<file path="src/rtl/regfile_write_arbiter_pkg.sv">
// Shared types and defaults for the register-file write arbiter.
// Holds the FSM state enumeration, the requester-ID encoding and the default widths.
// Imported by regfile_write_arbiter and rr_arbiter2.
package regfile_write_arbiter_pkg;

  localparam int DEF_DW = 8;
  localparam int DEF_AW = 3;

  typedef enum logic {
    ARB   = 1'b0,
    CLEAR = 1'b1
  } state_t;

  typedef enum logic {
    REQ_A = 1'b0,
    REQ_B = 1'b1
  } req_id_t;

endpackage

</file>
<file path="src/rtl/regfile_write_arbiter_rr_arbiter2.sv">
// Two-requester round-robin grant: on contention the requester that did not win last gets the grant.
// Latency: purely combinational.
// Backpressure: en=0 withholds both grants; at most one grant is high.
// Ports: en (grant allowed), a_valid/b_valid (requests), last_grant (previous winner),
//        grant_a/grant_b (one-hot or zero grant outputs).
module rr_arbiter2
  import regfile_write_arbiter_pkg::*;
(
  input  logic    en,
  input  logic    a_valid,
  input  logic    b_valid,
  input  req_id_t last_grant,
  output logic    grant_a,
  output logic    grant_b
);

  always_comb begin
    grant_a = 1'b0;
    grant_b = 1'b0;
    if (en) begin
      if (a_valid && b_valid) begin
        // Contention: hand the grant to whoever did not win last time.
        if (last_grant == REQ_A) begin
          grant_b = 1'b1;
        end else begin
          grant_a = 1'b1;
        end
      end else begin
        grant_a = a_valid;
        grant_b = b_valid;
      end
    end
  end

endmodule

</file>
<file path="src/rtl/regfile_write_arbiter.sv">
// Arbitrates two write requesters onto one register-file write port, plus a zero-fill sweep.
// Latency: a transfer in cycle T appears on rf_* in T+1; a clear started at T writes addr k at T+2+k.
// Backpressure: a_ready/b_ready drop during reset, during a sweep, and in the cycle clr_start is seen.
// Ports: clk/rst (sync active-high); a_*/b_* valid-ready requesters; clr_start/clr_busy/clr_done
//        sweep control and status; rf_we/rf_waddr/rf_wdata registered external write port.
module regfile_write_arbiter #(
  parameter int DW = regfile_write_arbiter_pkg::DEF_DW,
  parameter int AW = regfile_write_arbiter_pkg::DEF_AW
) (
  input  logic          clk,
  input  logic          rst,
  input  logic          a_valid,
  input  logic [AW-1:0] a_addr,
  input  logic [DW-1:0] a_data,
  output logic          a_ready,
  input  logic          b_valid,
  input  logic [AW-1:0] b_addr,
  input  logic [DW-1:0] b_data,
  output logic          b_ready,
  input  logic          clr_start,
  output logic          clr_busy,
  output logic          clr_done,
  output logic          rf_we,
  output logic [AW-1:0] rf_waddr,
  output logic [DW-1:0] rf_wdata
);
  import regfile_write_arbiter_pkg::*;

  localparam logic [AW-1:0] CNT_MAX = {AW{1'b1}};

  state_t        state_q, state_d;
  logic [AW-1:0] cnt_q, cnt_d;
  req_id_t       last_grant_q;

  logic          arb_en;
  logic          wr_en;
  logic [AW-1:0] wr_addr;
  logic [DW-1:0] wr_data;
  logic          wr_last;

  // A clr_start in ARB wins over both requesters in the same cycle.
  assign arb_en = (state_q == ARB) && !clr_start && !rst;

  rr_arbiter2 u_rr (
    .en         (arb_en),
    .a_valid    (a_valid),
    .b_valid    (b_valid),
    .last_grant (last_grant_q),
    .grant_a    (a_ready),
    .grant_b    (b_ready)
  );

  assign clr_busy = (state_q == CLEAR);

  always_comb begin
    state_d = state_q;
    cnt_d   = cnt_q;
    wr_en   = 1'b0;
    wr_addr = '0;
    wr_data = '0;
    wr_last = 1'b0;
    case (state_q)
      ARB: begin
        if (clr_start) begin
          state_d = CLEAR;
          cnt_d   = '0;
        end else if (a_ready) begin
          wr_en   = 1'b1;
          wr_addr = a_addr;
          wr_data = a_data;
        end else if (b_ready) begin
          wr_en   = 1'b1;
          wr_addr = b_addr;
          wr_data = b_data;
        end
      end
      CLEAR: begin
        // clr_start is deliberately not looked at here: no restart, no queuing.
        wr_en   = 1'b1;
        wr_addr = cnt_q;
        wr_data = '0;
        if (cnt_q == CNT_MAX) begin
          // Counter parks at its top value; the next sweep reloads it from ARB.
          wr_last = 1'b1;
          state_d = ARB;
        end else begin
          cnt_d = cnt_q + 1'b1;
        end
      end
      default: state_d = ARB;
    endcase
  end

  always_ff @(posedge clk) begin
    if (rst) begin
      state_q      <= ARB;
      cnt_q        <= '0;
      last_grant_q <= REQ_B;
      rf_we        <= 1'b0;
      rf_waddr     <= '0;
      rf_wdata     <= '0;
      clr_done     <= 1'b0;
    end else begin
      state_q  <= state_d;
      cnt_q    <= cnt_d;
      rf_we    <= wr_en;
      clr_done <= wr_last;
      // Address/data hold their last value when no write is presented.
      if (wr_en) begin
        rf_waddr <= wr_addr;
        rf_wdata <= wr_data;
      end
      if (a_ready) begin
        last_grant_q <= REQ_A;
      end else if (b_ready) begin
        last_grant_q <= REQ_B;
      end
    end
  end

endmodule

</file>
<file path="config.mk">
export PLATFORM = sky130hd
export DESIGN_NAME = regfile_write_arbiter
export DESIGN_NICKNAME = d
export VERILOG_FILES = /design/src/rtl/regfile_write_arbiter_pkg.sv /design/src/rtl/regfile_write_arbiter_rr_arbiter2.sv /design/src/rtl/regfile_write_arbiter.sv
export SDC_FILE = /design/constraint.sdc
export NUM_CORES = 1
export LEC_CHECK = 0
export ABC_AREA = 1
export CAP_MARGIN = 0
export CORE_MARGIN = 2
export CORE_UTILIZATION = 30
export CTS_CLUSTER_SIZE = 12
export DETAILED_ROUTE_END_ITERATION = 8
export GPL_ROUTABILITY_DRIVEN = 0
export MAX_ROUTING_LAYER = met4
export PLACE_DENSITY = 0.69
export SLEW_MARGIN = 20
export SYNTH_ARGS = -nofsm -noshare
export SYNTH_HDL_FRONTEND = slang
export SYNTH_SLANG_ARGS = --single-unit
</file>
<file path="constraint.sdc">
create_clock -name clk -period 3.7 [get_ports clk]
set_clock_uncertainty 0.15 [all_clocks]
set_input_delay 0.74 -clock clk [delete_from_list [all_inputs] [get_ports clk]]
set_output_delay 0.74 -clock clk [all_outputs]
set_load 0.05 [all_outputs]
</file>
==> qor.csv, run 1 <==
metric,value,unit
"IR drop worst, VDD",0.1147,mV
Worst EP arrival,2.04,ns
Levels on crit path,5,
min cycle time layout,2.931,ns
setup TNS,0,ns
Worst Path Max Fanout,11,
syn avg cell area,7.131,µm²
share of post-route cells with drive strength above 1,12.72,%
"CP delay by family, top",buffers and inverters,
largest area contributor in the netlist,dfxtp_1,
routed via count,935,
Max-slew headroom,64.23,%
area of the core,3028,µm²
worst path bufs/invs,2,
Yosys warning count,0,
post-route cell area,1424,µm²
DRC Markers,0,
H-tree levels,1,
Area contributors post-synth,"dfxtp_1 38%, nand2_1 17%, nand3_1 7.9%",
WL met3,72,µm
crit path kind,input pin to output pin,
Post-CTS Setup Inserts,0,
Post-Syn Instances,133,
vias per cell,4.309,
WL met1,897,µm
TritonCTS clock tree,done,
total power,0.4381,mW
Skew-Pair Late Insertion Delay,0.29,ns
total iterations of the first detailed-routing run,4,
Unique masters post-synth,17,
"commonest non-fill, non-tap cell in the layout",nand2_1,
Antenna Nets Post-Route,0,
f_max,0.3412,GHz
pre-CTS WS,0.7630,ns
initial antenna violation count,0,
number of diodes,0,
crit path max-delay cell type,clkdlybuf4s50_1,
first-pass GRT wire length,3.732,mm
setup slack after layout,0.7694,ns
Initial Utilization,31.32,%
clk sinks,18,
Pleak,0.6020,nW
CP Capture Type,output pin,
register area share after synthesis,37.99,%
fin. max-slew vios,0,
port bufs,42,
post-DP HPWL,1.861,mm
area grow syn2layout,50.13,%
overall routing resource usage,13.80,%
Final Cycle Share,79.20,%
Setup crit start kind,input pin,
FF-to-FF path depth,6,
outcome,completed,
Cell Rows,20,
DR top layer,met4,
clock-pin slew on the worst setup and hold paths,0.10,ns
Hold Buf Count CTS,0,
TritonCTS Buffers,3,
worst min-delay path class,flop to flop,
metal2 WL,1.282,mm
number of global-route vias before repair,894,
DRT iter0 DRCs,7,
Root Buffer,clkbuf_4,
Max clock buf depth,2,
Routed WL,2.276,mm
CP Data Required Time,2.81,ns
die width,60.23,µm
mapped cell area,948.4,µm²
Post-DP Area,1388,µm²
Synth top area share,37.99,%
post-synth net total,162,
PwrDens,307.7,nW/µm²
Avg WL per Cell,10.49,µm
Post-layout nets,203,
MaxCap Viol Count,0,
aggregate global routing overflow,0,
Final setup viols,0,
Hold Fails Final Rpt,0,
Die Y-Extent,60.23,µm
"commonest non-fill, non-tap cells in the layout","44 x nand2_1, 40 x clkdlybuf4s50_1, 18 x dfxtp_1",
Worst Max-Slew Pin Slew,0.5359,ns
Die ar.,3627,µm²
# resized after CTS,0,
RSZ-0062 raised after global routing,no,
Top Ports,43,
largest net degree at the start of global routing,18,
CP Cell Sequence,clkdlybuf4s50_1 -> nor2_4 -> nand2_2 -> nor2_2 -> buf_12,
synthesized flop and latch total,18,
hold path depth,2,
"Largest stage delay, worst path",0.46,ns
[kinds of logic after synthesis]
logic type | Yosys count | share of synthesized area [%]
AND/OR/NAND/NOR | 72 | 33.51
buffers and inverters | 25 | 13.85
flip-flops | 18 | 38.00
AO/OA/AOI/OAI | 16 | 12.01
adder cells (fa/ha/maj) | 2 | 2.638
[power by group]
| part | switching [mW] | leakage [nW] | internal (mW) |
|---|---|---|---|
| Combinational | 0.0581 | 0.434 | 0.0491 |
| Clock | 0.0616 | 0.0210 | 0.0598 |
| Sequential | 0.00705 | 0.147 | 0.202 |
| Total | 0.127 | 0.602 | 0.311 |
[worst register-to-register path, stage by stage, from the launching register on]
cell,delay (ns)
dfxtp_1,0.43
nor2_4,0.15
nand2_2,0.08
nor2_2,0.45
nor2_2,0.22
nand3_1,0.16
a21oi_2,0.06
[cell usage after synthesis (all sizes together)]
library cell / number
a311oi: 1
nand3: 16
ha: 2
nand2: 45
buf: 6
clkbuf: 1
inv: 18
nor2: 11
dfxtp: 18
a21oi: 15
[sequential cells by signal (all words and copies together) (netlist names)]
| signal | count |
|---|---|
| rf_waddr | 3 |
| clr_done | 1 |
| rf_wdata | 8 |
| cnt_q | 3 |
| clr_busy | 1 |
| last_grant_q | 1 |
| rf_we | 1 |
[path summary, 6_finish.rpt]
kind,startpoint,endpoint,slack [ns]
max reg2reg,clr_busy,rf_wdata[0],1.90
max,clr_start,a_ready,0.77
min,rf_waddr[1],rf_waddr[1],0.33
min reg2reg,rf_waddr[1],rf_waddr[1],0.33
[stage by stage]
step	utilization, %	instances	hold WS (ns)
2_1_floorplan	-	133	0.3047
3_3_place_gp	45.83	213	0.3192
3_5_place_dp	45.83	213	0.3220
4_1_cts	47.02	217	0.3365
5_1_grt	47.02	217	0.3490
6_report	47.02	217	0.3337
[per-layer routing]
layer,track usage (%),vias to the layer above
met1,15.36,426
li1,-,491
met4,4.762,0
met2,25.31,16
met5,-,-
met3,1.299,2
[cell type report]
class	instances	area, µm²
multi-input cells	90	456.7
flip-flops and latches	18	360.3
clock buffers	4	36.28
inverters	18	67.56
repair buffers	43	447.9
well taps	44	55.05
fillers	309	1604
Power figures use the tool's default switching activity.
==> run 2, diff against run 1 <==
==> constraint.sdc (replaced) <==
create_clock -name clk -period 3.06 [get_ports clk]
set_clock_uncertainty 0.15 [all_clocks]
set_input_delay 0.612 -clock clk [delete_from_list [all_inputs] [get_ports clk]]
set_output_delay 0.612 -clock clk [all_outputs]
set_load 0.05 [all_outputs]
==> qor.csv, run 2 (synthesis gave the netlist of run 1 again) <==
metric,value,unit
Hold Buf Count CTS,0,
overall routing resource usage,13.35,%
post-DP HPWL,1.832,mm
post-route cell area,1431,µm²
CP Capture Type,output pin,
Worst Max-Slew Pin Slew,0.5209,ns
PwrDens,371.5,nW/µm²
Post-DP Area,1395,µm²
TritonCTS Buffers,3,
Max clock buf depth,2,
dpl cells,214,
Final setup viols,0,
Post-layout nets,204,
routed via count,928,
fin. max-slew vios,0,
Setup crit start kind,input pin,
Routed WL,2.246,mm
Top Ports,43,
clk sinks,18,
Biggest register,rf_wdata,
Die Y-Extent,60.23,µm
RSZ-0062 raised after global routing,no,
Avg WL per Cell,10.30,µm
Cell Rows,20,
H-tree levels,1,
area of the core,3028,µm²
vias per cell,4.257,
"IR drop worst, VDD",0.1023,mV
DRT iter0 DRCs,9,
Post-CTS Setup Inserts,0,
MaxCap Viol Count,0,
Die ar.,3627,µm²
largest net degree at the start of global routing,18,
total iterations of the first detailed-routing run,4,
max reg flops,8,
Worst Path Max Fanout,14,
# resized after CTS,0,
share of post-route cells with drive strength above 1,13.22,%
Hold Fails Final Rpt,0,
fill count,290,
biggest regs,"rf_wdata: 8 flops, cnt_q: 3 flops, rf_waddr: 3 flops",
Pleak,0.6073,nW
TritonCTS clock tree,done,
hold path depth,2,
worst min-delay path class,flop to flop,
number of diodes,0,
Root Buffer,clkbuf_4,
aggregate global routing overflow,0,
initial antenna violation count,0,
area grow syn2layout,50.92,%
Skew-Pair Late Insertion Delay,0.29,ns
DRC Markers,0,
first-pass GRT wire length,3.532,mm
port bufs,42,
"commonest non-fill, non-tap cells in the layout","44 x nand2_1, 40 x clkdlybuf4s50_1, 18 x dfxtp_1",
clock-pin slew on the worst setup and hold paths,0.10,ns
Max-slew headroom,65.16,%
final core occ,47.27,%
CP Data Required Time,2.30,ns
crit path kind,input pin to output pin,
min cycle time layout,2.504,ns
outcome,completed,
Non-Filler Instances,218,
"commonest non-fill, non-tap cell in the layout",nand2_1,
f_max,0.3993,GHz
setup TNS,0,ns
total power,0.5317,mW
Final Cycle Share,81.84,%
Worst EP arrival,1.74,ns
die width,60.23,µm
number of global-route vias before repair,867,
Initial Utilization,31.32,%
FF-to-FF path depth,7,
Antenna Nets Post-Route,0,
-- run 2: cell type report --
type                            count  area [µm²]  share of cell area (%)
Clock buffer                        4       36.28                   2.535
Inverter                           18       67.56                   4.720
Multi-Input combinational cell     90       456.7                   31.91
Sequential cell                    18       360.3                   25.17
Tap cell                           44       55.05                   3.846
Timing Repair Buffer               44       455.4                   31.82
-- run 2: final timing paths --
kind | start | to | slack (ns)
min reg2reg | rf_waddr[1] | rf_waddr[1] | 0.34
max | clr_start | b_ready | 0.56
min | rf_waddr[1] | rf_waddr[1] | 0.34
max reg2reg | clr_busy | rf_wdata[5] | 1.20
-- run 2: where the power goes --
part	switching, mW	internal [mW]	total (mW)
sequential	0.00872	0.245	0.253
clock	0.0756	0.0725	0.148
combinational	0.0703	0.0599	0.130
-- run 2: stage by stage --
step	setup WS [ns]	hold slack, ns
2_1_floorplan	1.090	0.3047
3_3_place_gp	0.5677	0.3197
3_5_place_dp	0.5537	0.3256
4_1_cts	0.5575	0.3397
5_1_grt	0.4829	0.3521
6_report	0.5556	0.3368
-- run 2: metal layers --
metal / global-route usage (%) / wire [µm]
met4: 5.714 / 35
met3: 1.948 / 51
met5: - / 0
met2: 23.60 / 1222
met1: 14.75 / 937
-- run 2: critical path: stages --
cell,delay [ns]
clkdlybuf4s50_1,0.46
nor2_4,0.10
nand2_2,0.08
nor2_4,0.30
buf_12,0.19
==> run 3, diff against run 2 <==
==> constraint.sdc (replaced) <==
create_clock -name clk -period 2.5 [get_ports clk]
set_clock_uncertainty 0.15 [all_clocks]
set_input_delay 0.5 -clock clk [delete_from_list [all_inputs] [get_ports clk]]
set_output_delay 0.5 -clock clk [all_outputs]
set_load 0.05 [all_outputs]
==> qor.csv, run 3 (synthesis gave the netlist of run 1 again) <==
metric,value,unit
outcome,completed,
Max-slew headroom,65.12,%
worst path bufs/invs,1,
vias per cell,4.416,
Antenna Nets Post-Route,0,
Avg WL per Cell,10.61,µm
fin. max-slew vios,0,
final core occ,47.52,%
Levels on crit path,1,
"commonest non-fill, non-tap cell in the layout",nand2_1,
Root Buffer,clkbuf_4,
Setup crit start kind,flop,
Hold Buf Count CTS,0,
area of the core,3028,µm²
total iterations of the first detailed-routing run,4,
Post-DP Area,1403,µm²
DRC Markers,0,
Final Cycle Share,94.79,%
Biggest register,rf_wdata,
Post-CTS Setup Inserts,0,
Final setup viols,0,
# resized after CTS,0,
post-DP HPWL,1.899,mm
Skew-Pair Late Insertion Delay,0.29,ns
RSZ-0062 raised after global routing,no,
CP Data Required Time,1.85,ns
Die ar.,3627,µm²
setup TNS,0,ns
max reg flops,8,
number of global-route vias before repair,929,
Initial Utilization,31.32,%
post-route cell area,1439,µm²
register area,360.3,µm²
routed via count,967,
worst min-delay path class,flop to flop,
f_max,0.4220,GHz
PwrDens,448.5,nW/µm²
H-tree levels,1,
first-pass GRT wire length,3.739,mm
Non-Filler Instances,219,
setup slack after layout,0.1302,ns
die width,60.23,µm
Top Ports,43,
CP Cell Sequence,clkdlybuf4s50_1,
"Largest stage delay, worst path",0.88,ns
pre-CTS WS,0.2457,ns
TritonCTS Buffers,3,
Routed WL,2.323,mm
largest net degree at the start of global routing,18,
Worst Path Max Fanout,10,
crit path kind,flop to output pin,
Cell Rows,20,
Multi-input gate area,456.7,µm²
DRT iter0 DRCs,13,
CP Capture Type,output pin,
min cycle time layout,2.370,ns
"commonest non-fill, non-tap cells in the layout","44 x nand2_1, 40 x clkdlybuf4s50_1, 18 x dfxtp_1",
hold path depth,2,
total power,0.6454,mW
Die Y-Extent,60.23,µm
Pleak,0.6127,nW
"CP delay by family, top",buffers and inverters,
"IR drop worst, VDD",0.1467,mV
biggest regs,"rf_wdata: 8 flops, cnt_q: 3 flops, rf_waddr: 3 flops",
FF-to-FF path depth,6,
MaxCap Viol Count,0,
clock-pin slew on the worst setup and hold paths,0.10,ns
WHS,0.3368,ns
Worst Max-Slew Pin Slew,0.5215,ns
overall routing resource usage,14.19,%
number of diodes,0,
dpl cells,215,
Post-layout nets,205,
Max clock buf depth,2,
aggregate global routing overflow,0,
initial antenna violation count,0,
port bufs,42,
fill count,322,
clk sinks,18,
share of post-route cells with drive strength above 1,13.71,%
Worst EP arrival,1.72,ns
area grow syn2layout,51.71,%
crit path max-delay cell type,clkdlybuf4s50_1,
Hold Fails Final Rpt,0,
TritonCTS clock tree,done,
## run 3: cell count changes in the layout (fill, tap and decap cells not counted)
cell	before	now
buf_4	2	3
## run 3: worst paths after layout
check                            startpoint     endpoint  slack (ns)
worst max-delay path               clr_busy     clr_busy        0.13
worst min-delay path            rf_waddr[1]  rf_waddr[1]        0.34
worst max register to register     clr_busy  rf_wdata[4]        0.74
worst min register to register  rf_waddr[1]  rf_waddr[1]        0.34
## run 3: where the power goes
part	switching, mW	internal, mW	leakage (nW)
Combinational	0.0874	0.0739	0.445
Clock	0.0855	0.0886	0.0210
Sequential	0.0105	0.300	0.147
## run 3: cell type report
cell class                      count  share of cell area (%)
Timing Repair Buffer               45                   32.17
Inverter                           18                   4.696
Sequential cell                    18                   25.04
Multi-Input combinational cell     90                   31.74
Clock buffer                        4                   2.522
Tap cell                           44                   3.826
## run 3: worst min-delay path: stages, from the launching register on
cell and delay, ns:
dfxtp_1 0.33, nand3_2 0.06, a21oi_1 0.06
## run 3: metal layers
layer | global-route usage [%] | vias to the layer above | routed length [µm]
li1 | - | 495 | -
met1 | 15.45 | 452 | 948
met2 | 25.62 | 18 | 1289
met3 | 1.299 | 2 | 68
met4 | 6.667 | 0 | 17
met5 | - | - | 0
